## config.mk

```make
export PLATFORM = sky130hd
export DESIGN_NAME = instr_issue_seq
export DESIGN_NICKNAME = d
export VERILOG_FILES = /design/src/rtl/proc_pkg.sv /design/src/rtl/instr_buf.sv /design/src/rtl/instr_issue_seq.sv
export SDC_FILE = /design/constraint.sdc
export NUM_CORES = 1
export LEC_CHECK = 0
export BUFFER_PORTS_ARGS = -buffer_cell sky130_fd_sc_hd__clkbuf_2
export CORE_MARGIN = 5
export CORE_UTILIZATION = 55
export DETAILED_ROUTE_END_ITERATION = 12
export GPL_TIMING_DRIVEN = 0
export PLACE_DENSITY = 0.71
export SLEW_MARGIN = 20
export SYNTH_ARGS = -nofsm -noshare
export SYNTH_HDL_FRONTEND = slang
export SYNTH_HIERARCHICAL = 1
export SYNTH_SLANG_ARGS = --single-unit
```

## constraint.sdc

```tcl
create_clock -name clk -period 3.6 [get_ports clk]
set_input_delay 0.72 -clock clk [delete_from_list [all_inputs] [get_ports clk]]
set_output_delay 0.72 -clock clk [all_outputs]
set_load 0.02 [all_outputs]
```

## src/rtl/proc_pkg.sv

```systemverilog
// Shared definitions for the ALU-datapath front end: opcodes, FSM states and
// the 12-bit instruction word layout {opcode, operandA, operandB}.
package proc_pkg;

    localparam int unsigned OP_W   = 4;
    localparam int unsigned DATA_W = 4;
    localparam int unsigned DEPTH  = 16;
    localparam int unsigned ADDR_W = 4;
    localparam int unsigned PC_W   = ADDR_W + 1;
    localparam int unsigned WORD_W = OP_W + 2 * DATA_W;
    localparam int unsigned CNT_W  = 8;

    localparam int unsigned OPC_LSB = 2 * DATA_W;
    localparam int unsigned OPA_LSB = DATA_W;
    localparam int unsigned OPB_LSB = 0;

    localparam logic [OP_W-1:0] OP_ADD  = 4'b0000;
    localparam logic [OP_W-1:0] OP_SUB  = 4'b0001;
    localparam logic [OP_W-1:0] OP_AND  = 4'b0010;
    localparam logic [OP_W-1:0] OP_OR   = 4'b0011;
    localparam logic [OP_W-1:0] OP_HALT = 4'b1111;

    typedef enum logic [2:0] {
        ST_IDLE   = 3'd0,
        ST_FETCH  = 3'd1,
        ST_DECODE = 3'd2,
        ST_ISSUE  = 3'd3,
        ST_DONE   = 3'd4
    } state_t;

    typedef struct packed {
        logic [OP_W-1:0]   opcode;
        logic [DATA_W-1:0] opa;
        logic [DATA_W-1:0] opb;
    } instr_t;

    function automatic instr_t unpack_word(input logic [WORD_W-1:0] w);
        instr_t u;
        u.opcode = w[OPC_LSB +: OP_W];
        u.opa    = w[OPA_LSB +: DATA_W];
        u.opb    = w[OPB_LSB +: DATA_W];
        return u;
    endfunction

    function automatic logic is_alu_op(input logic [OP_W-1:0] op);
        return op inside {OP_ADD, OP_SUB, OP_AND, OP_OR};
    endfunction

endpackage

```

## src/rtl/instr_buf.sv

```systemverilog
// Instruction buffer: DEPTH x WORD_W RAM, one write port, registered read port.
// Contents are deliberately not reset so a program survives rst_n.
module instr_buf
    import proc_pkg::*;
(
    input  logic              clk,
    input  logic              rst_n,
    input  logic              we,
    input  logic [ADDR_W-1:0] waddr,
    input  logic [WORD_W-1:0] wdata,
    input  logic              re,
    input  logic [ADDR_W-1:0] raddr,
    output logic [WORD_W-1:0] rdata
);

    logic [WORD_W-1:0] mem [DEPTH];

    always_ff @(posedge clk) begin
        if (we) begin
            mem[waddr] <= wdata;
        end
    end

    always_ff @(posedge clk or negedge rst_n) begin
        if (!rst_n) begin
            rdata <= '0;
        end else if (re) begin
            rdata <= mem[raddr];
        end
    end

endmodule

```

## src/rtl/instr_issue_seq.sv

```systemverilog
// Sequences a buffered program from address 0, skips illegal opcodes, stops on
// HALT, and issues ADD/SUB/AND/OR to the ALU over a valid/ready handshake.
module instr_issue_seq
    import proc_pkg::*;
(
    input  logic              clk,
    input  logic              rst_n,
    input  logic              load_en,
    input  logic [ADDR_W-1:0] load_addr,
    input  logic [WORD_W-1:0] load_data,
    input  logic              start,
    input  logic [PC_W-1:0]   prog_len,
    input  logic              abort,
    output logic              issue_valid,
    input  logic              issue_ready,
    output logic [OP_W-1:0]   opcode,
    output logic [DATA_W-1:0] operandA,
    output logic [DATA_W-1:0] operandB,
    output logic              busy,
    output logic              done,
    output logic [CNT_W-1:0]  illegal_cnt
);

    state_t            state, state_d;
    logic [PC_W-1:0]   pc, pc_d, pc_inc, len, len_d;
    logic              issue_valid_d, busy_d, done_d;
    logic [OP_W-1:0]   opcode_d;
    logic [DATA_W-1:0] operand_a_d, operand_b_d;
    logic [CNT_W-1:0]  illegal_cnt_d;
    logic [WORD_W-1:0] rd_word;
    logic              buf_we, buf_re;
    instr_t            cur;

    assign buf_we = load_en && (state == ST_IDLE);
    assign buf_re = (state == ST_FETCH);
    assign cur    = unpack_word(rd_word);
    assign pc_inc = PC_W'(pc + 1'b1);

    instr_buf u_buf (
        .clk   (clk),
        .rst_n (rst_n),
        .we    (buf_we),
        .waddr (load_addr),
        .wdata (load_data),
        .re    (buf_re),
        .raddr (pc[ADDR_W-1:0]),
        .rdata (rd_word)
    );

    // Next-state and next-output logic; every output is registered below.
    always_comb begin
        state_d       = state;
        pc_d          = pc;
        len_d         = len;
        issue_valid_d = issue_valid;
        opcode_d      = opcode;
        operand_a_d   = operandA;
        operand_b_d   = operandB;
        illegal_cnt_d = illegal_cnt;

        unique case (state)
            ST_IDLE: begin
                if (start) begin
                    len_d         = prog_len;
                    pc_d          = '0;
                    illegal_cnt_d = '0;
                    state_d       = (prog_len == '0) ? ST_DONE : ST_FETCH;
                end
            end
            ST_FETCH: begin
                state_d = ST_DECODE;
            end
            ST_DECODE: begin
                if (is_alu_op(cur.opcode)) begin
                    opcode_d      = cur.opcode;
                    operand_a_d   = cur.opa;
                    operand_b_d   = cur.opb;
                    issue_valid_d = 1'b1;
                    state_d       = ST_ISSUE;
                end else if (cur.opcode == OP_HALT) begin
                    state_d = ST_DONE;
                end else begin
                    if (illegal_cnt != '1) begin
                        illegal_cnt_d = CNT_W'(illegal_cnt + 1'b1);
                    end
                    pc_d    = pc_inc;
                    state_d = (pc_inc == len) ? ST_DONE : ST_FETCH;
                end
            end
            ST_ISSUE: begin
                if (issue_ready) begin
                    issue_valid_d = 1'b0;
                    pc_d          = pc_inc;
                    state_d       = (pc_inc == len) ? ST_DONE : ST_FETCH;
                end
            end
            ST_DONE: begin
                state_d = ST_IDLE;
            end
            default: begin
                state_d = ST_IDLE;
            end
        endcase

        // Abort wins over any same-cycle handshake or decode side effect.
        if (abort && (state != ST_IDLE)) begin
            state_d       = ST_IDLE;
            issue_valid_d = 1'b0;
            pc_d          = pc;
            illegal_cnt_d = illegal_cnt;
        end

        done_d = (state_d == ST_DONE);
        busy_d = state_d inside {ST_FETCH, ST_DECODE, ST_ISSUE};
    end

    always_ff @(posedge clk or negedge rst_n) begin
        if (!rst_n) begin
            state       <= ST_IDLE;
            pc          <= '0;
            len         <= '0;
            issue_valid <= 1'b0;
            opcode      <= '0;
            operandA    <= '0;
            operandB    <= '0;
            busy        <= 1'b0;
            done        <= 1'b0;
            illegal_cnt <= '0;
        end else begin
            state       <= state_d;
            pc          <= pc_d;
            len         <= len_d;
            issue_valid <= issue_valid_d;
            opcode      <= opcode_d;
            operandA    <= operand_a_d;
            operandB    <= operand_b_d;
            busy        <= busy_d;
            done        <= done_d;
            illegal_cnt <= illegal_cnt_d;
        end
    end

endmodule
```

# Word-level counts from Yosys, hierarchy flattened
# Memories as Yosys holds them, arrays and structs flattened. A register that Yosys moved wholly into a read port is not among the register bits.
# Cells that the tools add are included.
classes:
  add_sub_neg: 2
  n_eq_ne: 20
  muxes: 24
  bitwise_logic: 1
  n_reduce_logical: 17
ops:
  columns: ["cell", "count"]
  rows:
  - ["2-to-1 mux 8 bit", 4]
  - ["2-to-1 mux 3 bit", 7]
  - ["2-to-1 mux 5 bit", 4]
  - ["one-hot mux 8 bit (2 select lines)", 1]
  - ["one-hot mux 5 bit (3 select lines)", 1]
  - ["== test 3 x 2 -> 1 bit (second input constant)", 4]
  - ["one-hot mux 3 bit (4 select lines)", 1]
  - ["AND reduction 6 bit", 2]
  - ["nonzero test 3 bit", 4]
  - ["inequality test 2 bit (second input constant)", 5]
  - ["adder 8 x 1 -> 8 bit (second input constant)", 1]
  - ["== test 4 x 2 -> 1 bit (second input constant)", 2]
  - ["inequality test 8 bit (second input constant)", 1]
  - ["== test 3 x 1 -> 1 bit (second input constant)", 2]
  - ["inequality test 3 bit (second input constant)", 2]
  - ["adder 5 x 1 -> 5 bit (second input constant)", 1]
  - ["== test 5 bit", 1]
  - ["logical NOT 5 bit", 1]
  - ["2-to-1 mux 1 bit", 5]
  - ["== test 4 x 1 -> 1 bit (second input constant)", 1]
  - ["== test 4 bit (second input constant)", 1]
  - ["logical NOT 4 bit", 1]
  - ["AND reduction 2 bit", 2]
  - ["nonzero test 4 bit", 1]
  - ["other kinds (8)", 9]
word_totals:
  regBits: 36
  ramBits: 192
  out_inout_bits: 23
  memories: 1
mem_list:
  columns: ["name", "words", "width", "read_ports", "rd_clocked_by_memory_dff", "write_ports", "line", "text"]
  rows:
  - ["u_buf.mem", 16, 12, 1, 1, 1, "instr_buf.sv:16", "logic [WORD_W-1:0] mem [DEPTH];"]

# Longest topological paths before layout
depth:
  word_depth: 9
  depth_mapped: 7

# Hierarchy
# The synthesis kept the hierarchy.
modules_own_cells:
  columns: ["mod", "instances", "cells_each", "area_each_um2", "seq_area_each_um2"]
  rows:
  - ["instr_buf", 1, 344, 7923.8, 6065.8]
  - ["instr_issue_seq", 1, 188, 1910.6, 900.9]

# Worst setup path after synthesis
# OpenSTA, ideal clock, no wires.
synth_path:
  kind: "reg2reg"
  startpoint: "register state[1]"
  endpoint: "memory u_buf/mem[0][0] in the netlist's numbering (enable)"
  setup_time_ns: 0.396
  arrival_ns: 2.419
  t_required_ns: 3.204
  setup_slack_ns: 0.785
  path_stages_with_launch: 7
  n_path_buf: 2
  period_less_slack_ns: 2.815
  path_cell_list: "dfrtp_1 > buf_2 > buf_4 > nor3_1 > and2_1 > or3b_2 > nor3_1"
synth_between:
  elab_chain_len: 4
synth_lines:
  columns: ["item", "line", "text"]
  rows:
  - ["from (decl)", "instr_issue_seq.sv:24", "state_t state, state_d;"]
  - ["from (signal assigned)", "instr_issue_seq.sv:130", "state <= state_d;"]
  - ["logical NOT 3 bit", "instr_issue_seq.sv:34", "assign buf_we = load_en && (state == ST_IDLE);"]
  - ["logical AND 1 bit", "instr_issue_seq.sv:34", null]
  - ["net buf_we", "instr_issue_seq.sv:31", "logic buf_we, buf_re;"]
  - ["2-to-1 mux 1 bit", "instr_buf.sv:19", "if (we) begin"]
  - ["2-to-1 mux 1 bit (not written as such)", "instr_buf.sv:20", "mem[waddr] <= wdata;"]
  - ["to (decl)", "instr_buf.sv:16", null]
# The timed path passes the listed nets, and every way through them passes these cells.

# Worst setup path in the final report
layout_path:
  startpoint: "register state[0]"
  endpoint: "memory u_buf/mem[3][11] in the netlist's numbering (enable)"
# Same word-level chain as after synthesis.

==> out/qor.yml <==
netSwitchingFraction_pct: 27.33
crit_path_start_kind: "flip-flop"
leakage_nw: 3.910
hold_class: "input port to asynchronous set/reset pin"
reg2reg_slack_ns: 0.62
clk_pin_slew_ns: 0.06
seq_area_frac_synth_pct: 70.84
critPathRequiredTime_ns: 3.73
critPathArrivalTime_ns: 3.11
cts_made_buffers: 25
synth_cells: 532
gp_congestion: 0.8235
vias: 5241
yosys.cell_types.count: 57
post-cts-setup-buffers: 0
slew_violations: 0
power_switching_w: 0.002023
ir_worst_vdd_mv: 0.6241
relSlewSlack_pct: 40.23
antenna_found_initial: 0
ys.flop_type: "edfxtp_1"
synth_area_leaders: "edfxtp_1 (59%), dfrtp_1 (12%), mux4_2 (8.5%)"
hpwl_mm: 13.30
p_comb_share_pct: 20.4
criticalPathCategory: "flip-flop to flip-flop"
dieArea_um2: 20660
grt_pass1_vias: 5489
crit_slowest_cell: "nor2_2"
syn_nets: 561
skew_ns: 0.01063
final_core_util_pct: 63.29
drive_above_1_share_pct: 31.11
power_density_nw_per_um2: 657.9
status: "complete, no violations"
postRouteAntennaNets: 0
detail_route.iter0.violations: 368
r2r-end: "u_buf/mem[3][11]$_DFFE_PP_"
power_frac_seq_pct: 46.2
grt_pass1_wl_mm: 31.53
post-route-cell-area_um2: 11250
fmax_mhz: 335.3
clock_latency_ns: 0.51
async_flop_share_pct: 20.00
synth_area_leader_cell: "edfxtp_1"
setup_tns_ns: 0
synth_edf_count: 192
vias_per_cell: 6.101
final_hold_viol_count: 0
die_h_um: 143.7
power_w: 0.007403
finalSetupViolations: 0
clockPowerShare_pct: 33.5
gr-total-overflow: 0
postCtsHoldBufs: 0
finalNonFillerCells: 859
root_buffer: "clkbuf_16"
cts_max_level: 1
grtUsageTotal_pct: 20.39
io_buffers: 49
path_max_fanout: 12
fin_crit_ns: 2.982
maxCapViolations: 0
wire_per_inst_um: 23.34
num_antenna_cells: 0
synth_top_area_share_pct: 58.63
reg2regPathDepth: 5
die_w_um: 143.7
grt_max_degree: 49
synth-seq-cells: 240
synth.avg_cell_area_um2: 18.49
clockBufferDepth: 3
start_util_pct: 55.31
worst_pin_slew_ns: 0.8955
cts_sinks: 240
first_pass_iters: 5
cts_tree: "built"
crit_chain: "clkbuf_1 -> nor3_1 -> and2_1 -> or3b_2 -> nor2_2"
ys_warn_count: 6
rows: 49
detail_route.wirelength_mm: 20.05
ios: 50
synth_area_um2: 9834
rsz0062_at_grt: "false"
coreArea_um2: 17780
power.internal_w: 0.005380
max_stage_delay_ns: 0.71
area_growth_pct: 14.43
dp_cells: 814
cp-end-kind: "flip-flop"
ctsResizeCount: 0
r2r-start: "state[0]$_DFF_PN0_"
finalNetCount: 641
drc_errors: 0
postPlaceCellArea_um2: 10460
post-route-period-util_pct: 82.83
==> kinds of logic (layout without fill, tap and decap cells) <==
| family | count (synthesis) | count (layout) | synth area share [%] |
|---|---|---|---|
| adder cells (fa/ha/maj) | 2 | 2 | 0.2544 |
| AND/OR/NAND/NOR | 114 | 114 | 6.018 |
| flip-flops | 240 | 240 | 70.84 |
| multiplexers | 75 | 75 | 14.35 |
| AO/OA/AOI/OAI | 61 | 61 | 5.624 |
| buffers and inverters | 32 | 130 | 2.201 |
| XOR/XNOR | 8 | 8 | 0.7125 |
==> worst max-delay path, delay by kind of cell (launching register included) <==
kind / cells / cell delay [ns]
buffers and inverters: 1 / 0.26
DFF: 1 / 0.49
and+or+nand+nor: 4 / 1.84
==> power groups by stage <==
stage                     Sequential, W  Clock, W  Combinational, W
after CTS                       0.00342   0.00253           0.00152
after global placement          0.00346         0           0.00147
after floorplan                 0.00350         0           0.00102
final                           0.00342   0.00248           0.00151
after global routing            0.00345   0.00266           0.00164
after detailed placement        0.00347         0           0.00152
==> flip-flops by register name, summed over array words and instances, names as in the netlist <==
| name | cells |
|---|---|
| illegal_cnt | 8 |
| u_buf/mem | 192 |
| issue_valid | 1 |
| len | 5 |
| busy | 1 |
| pc | 5 |
| operandA | 4 |
| done | 1 |
| operandB | 4 |
| u_buf/rdata | 12 |
| opcode | 4 |
| state | 3 |
==> how the worst max path moves through the flow <==
stage | from | endpoint | cells after the start
detailed placement | state[0]$_DFF_PN0_ | u_buf/mem[0][11]$_DFFE_PP_ | 6
CTS | state[0]$_DFF_PN0_ | u_buf/mem[0][6]$_DFFE_PP_ | 6
global placement | state[0]$_DFF_PN0_ | u_buf/mem[0][10]$_DFFE_PP_ | 5
finish | state[0]$_DFF_PN0_ | u_buf/mem[3][11]$_DFFE_PP_ | 5
floorplan | state[1]$_DFF_PN0_ | u_buf/mem[0][0]$_DFFE_PP_ | 6
global route | state[0]$_DFF_PN0_ | u_buf/mem[0][3]$_DFFE_PP_ | 6
==> synth_stat cells, types with 4 or more instances <==
master,number
buf_4,4
buf_2,7
xnor2_1,5
nor2_1,31
or3_1,4
and2_1,4
mux2i_1,15
buf_6,6
clkbuf_1,7
o22ai_2,6
a21oi_1,6
o21ai_0,5
nand2_1,26
o22ai_1,6
inv_1,5
mux4_2,37
nand3_1,10
mux4_1,11
mux2_2,11
nand2b_1,9
dfrtp_1,48
edfxtp_1,192
a221oi_2,12
o31ai_1,6
nor3_1,7
==> cells in the final DEF (no fill, tap or decap), types with 4 or more instances in the layout <==
cell type / instances
a21oi_1: 6
a221oi_2: 12
and2_1: 4
buf_2: 7
buf_4: 4
buf_6: 10
clkbuf_1: 15
clkbuf_16: 25
clkbuf_2: 48
clkinv_2: 5
dfrtp_1: 48
edfxtp_1: 192
inv_1: 5
mux2_2: 11
mux2i_1: 15
mux4_1: 11
mux4_2: 37
nand2_1: 26
nand2b_1: 9
nand3_1: 10
nor2_1: 19
nor2_2: 12
nor3_2: 4
o21ai_0: 5
o22ai_1: 6
o22ai_2: 6
o31ai_1: 6
or3_1: 4
xnor2_1: 5
==> layer usage <==
metal	track usage (%)	part of all wire, %	up-vias
li1	-	-	2317
met2	34.78	51	184
met1	27.12	40	2698
met5	0	0	-
met3	3.794	6.6	42
met4	5.946	2.7	0
==> cell type report <==
| type | count | area [µm²] |
|---|---|---|
| multi-input combinational | 260 | 2701 |
| inverter | 5 | 18.77 |
| buffer | 27 | 197.7 |
| sequential | 240 | 6967 |
| clock buffer | 33 | 655.6 |
| clock inverter | 12 | 133.9 |
| fill | 1252 | 6526 |
| timing repair buffer | 53 | 292.8 |
| tap | 229 | 286.5 |
==> metrics by stage <==
step / setup WS, ns / hold WS [ns]
5_1_grt: 0.4596 / 0.3240
3_3_place_gp: -0.1999 / 0.4719
3_5_place_dp: 0.5990 / 0.4711
4_1_cts: 0.5810 / 0.2817
6_report: 0.6180 / 0.2682
2_1_floorplan: 0.7847 / 0.4244
No activity file was read; power rests on OpenSTA's default activity.
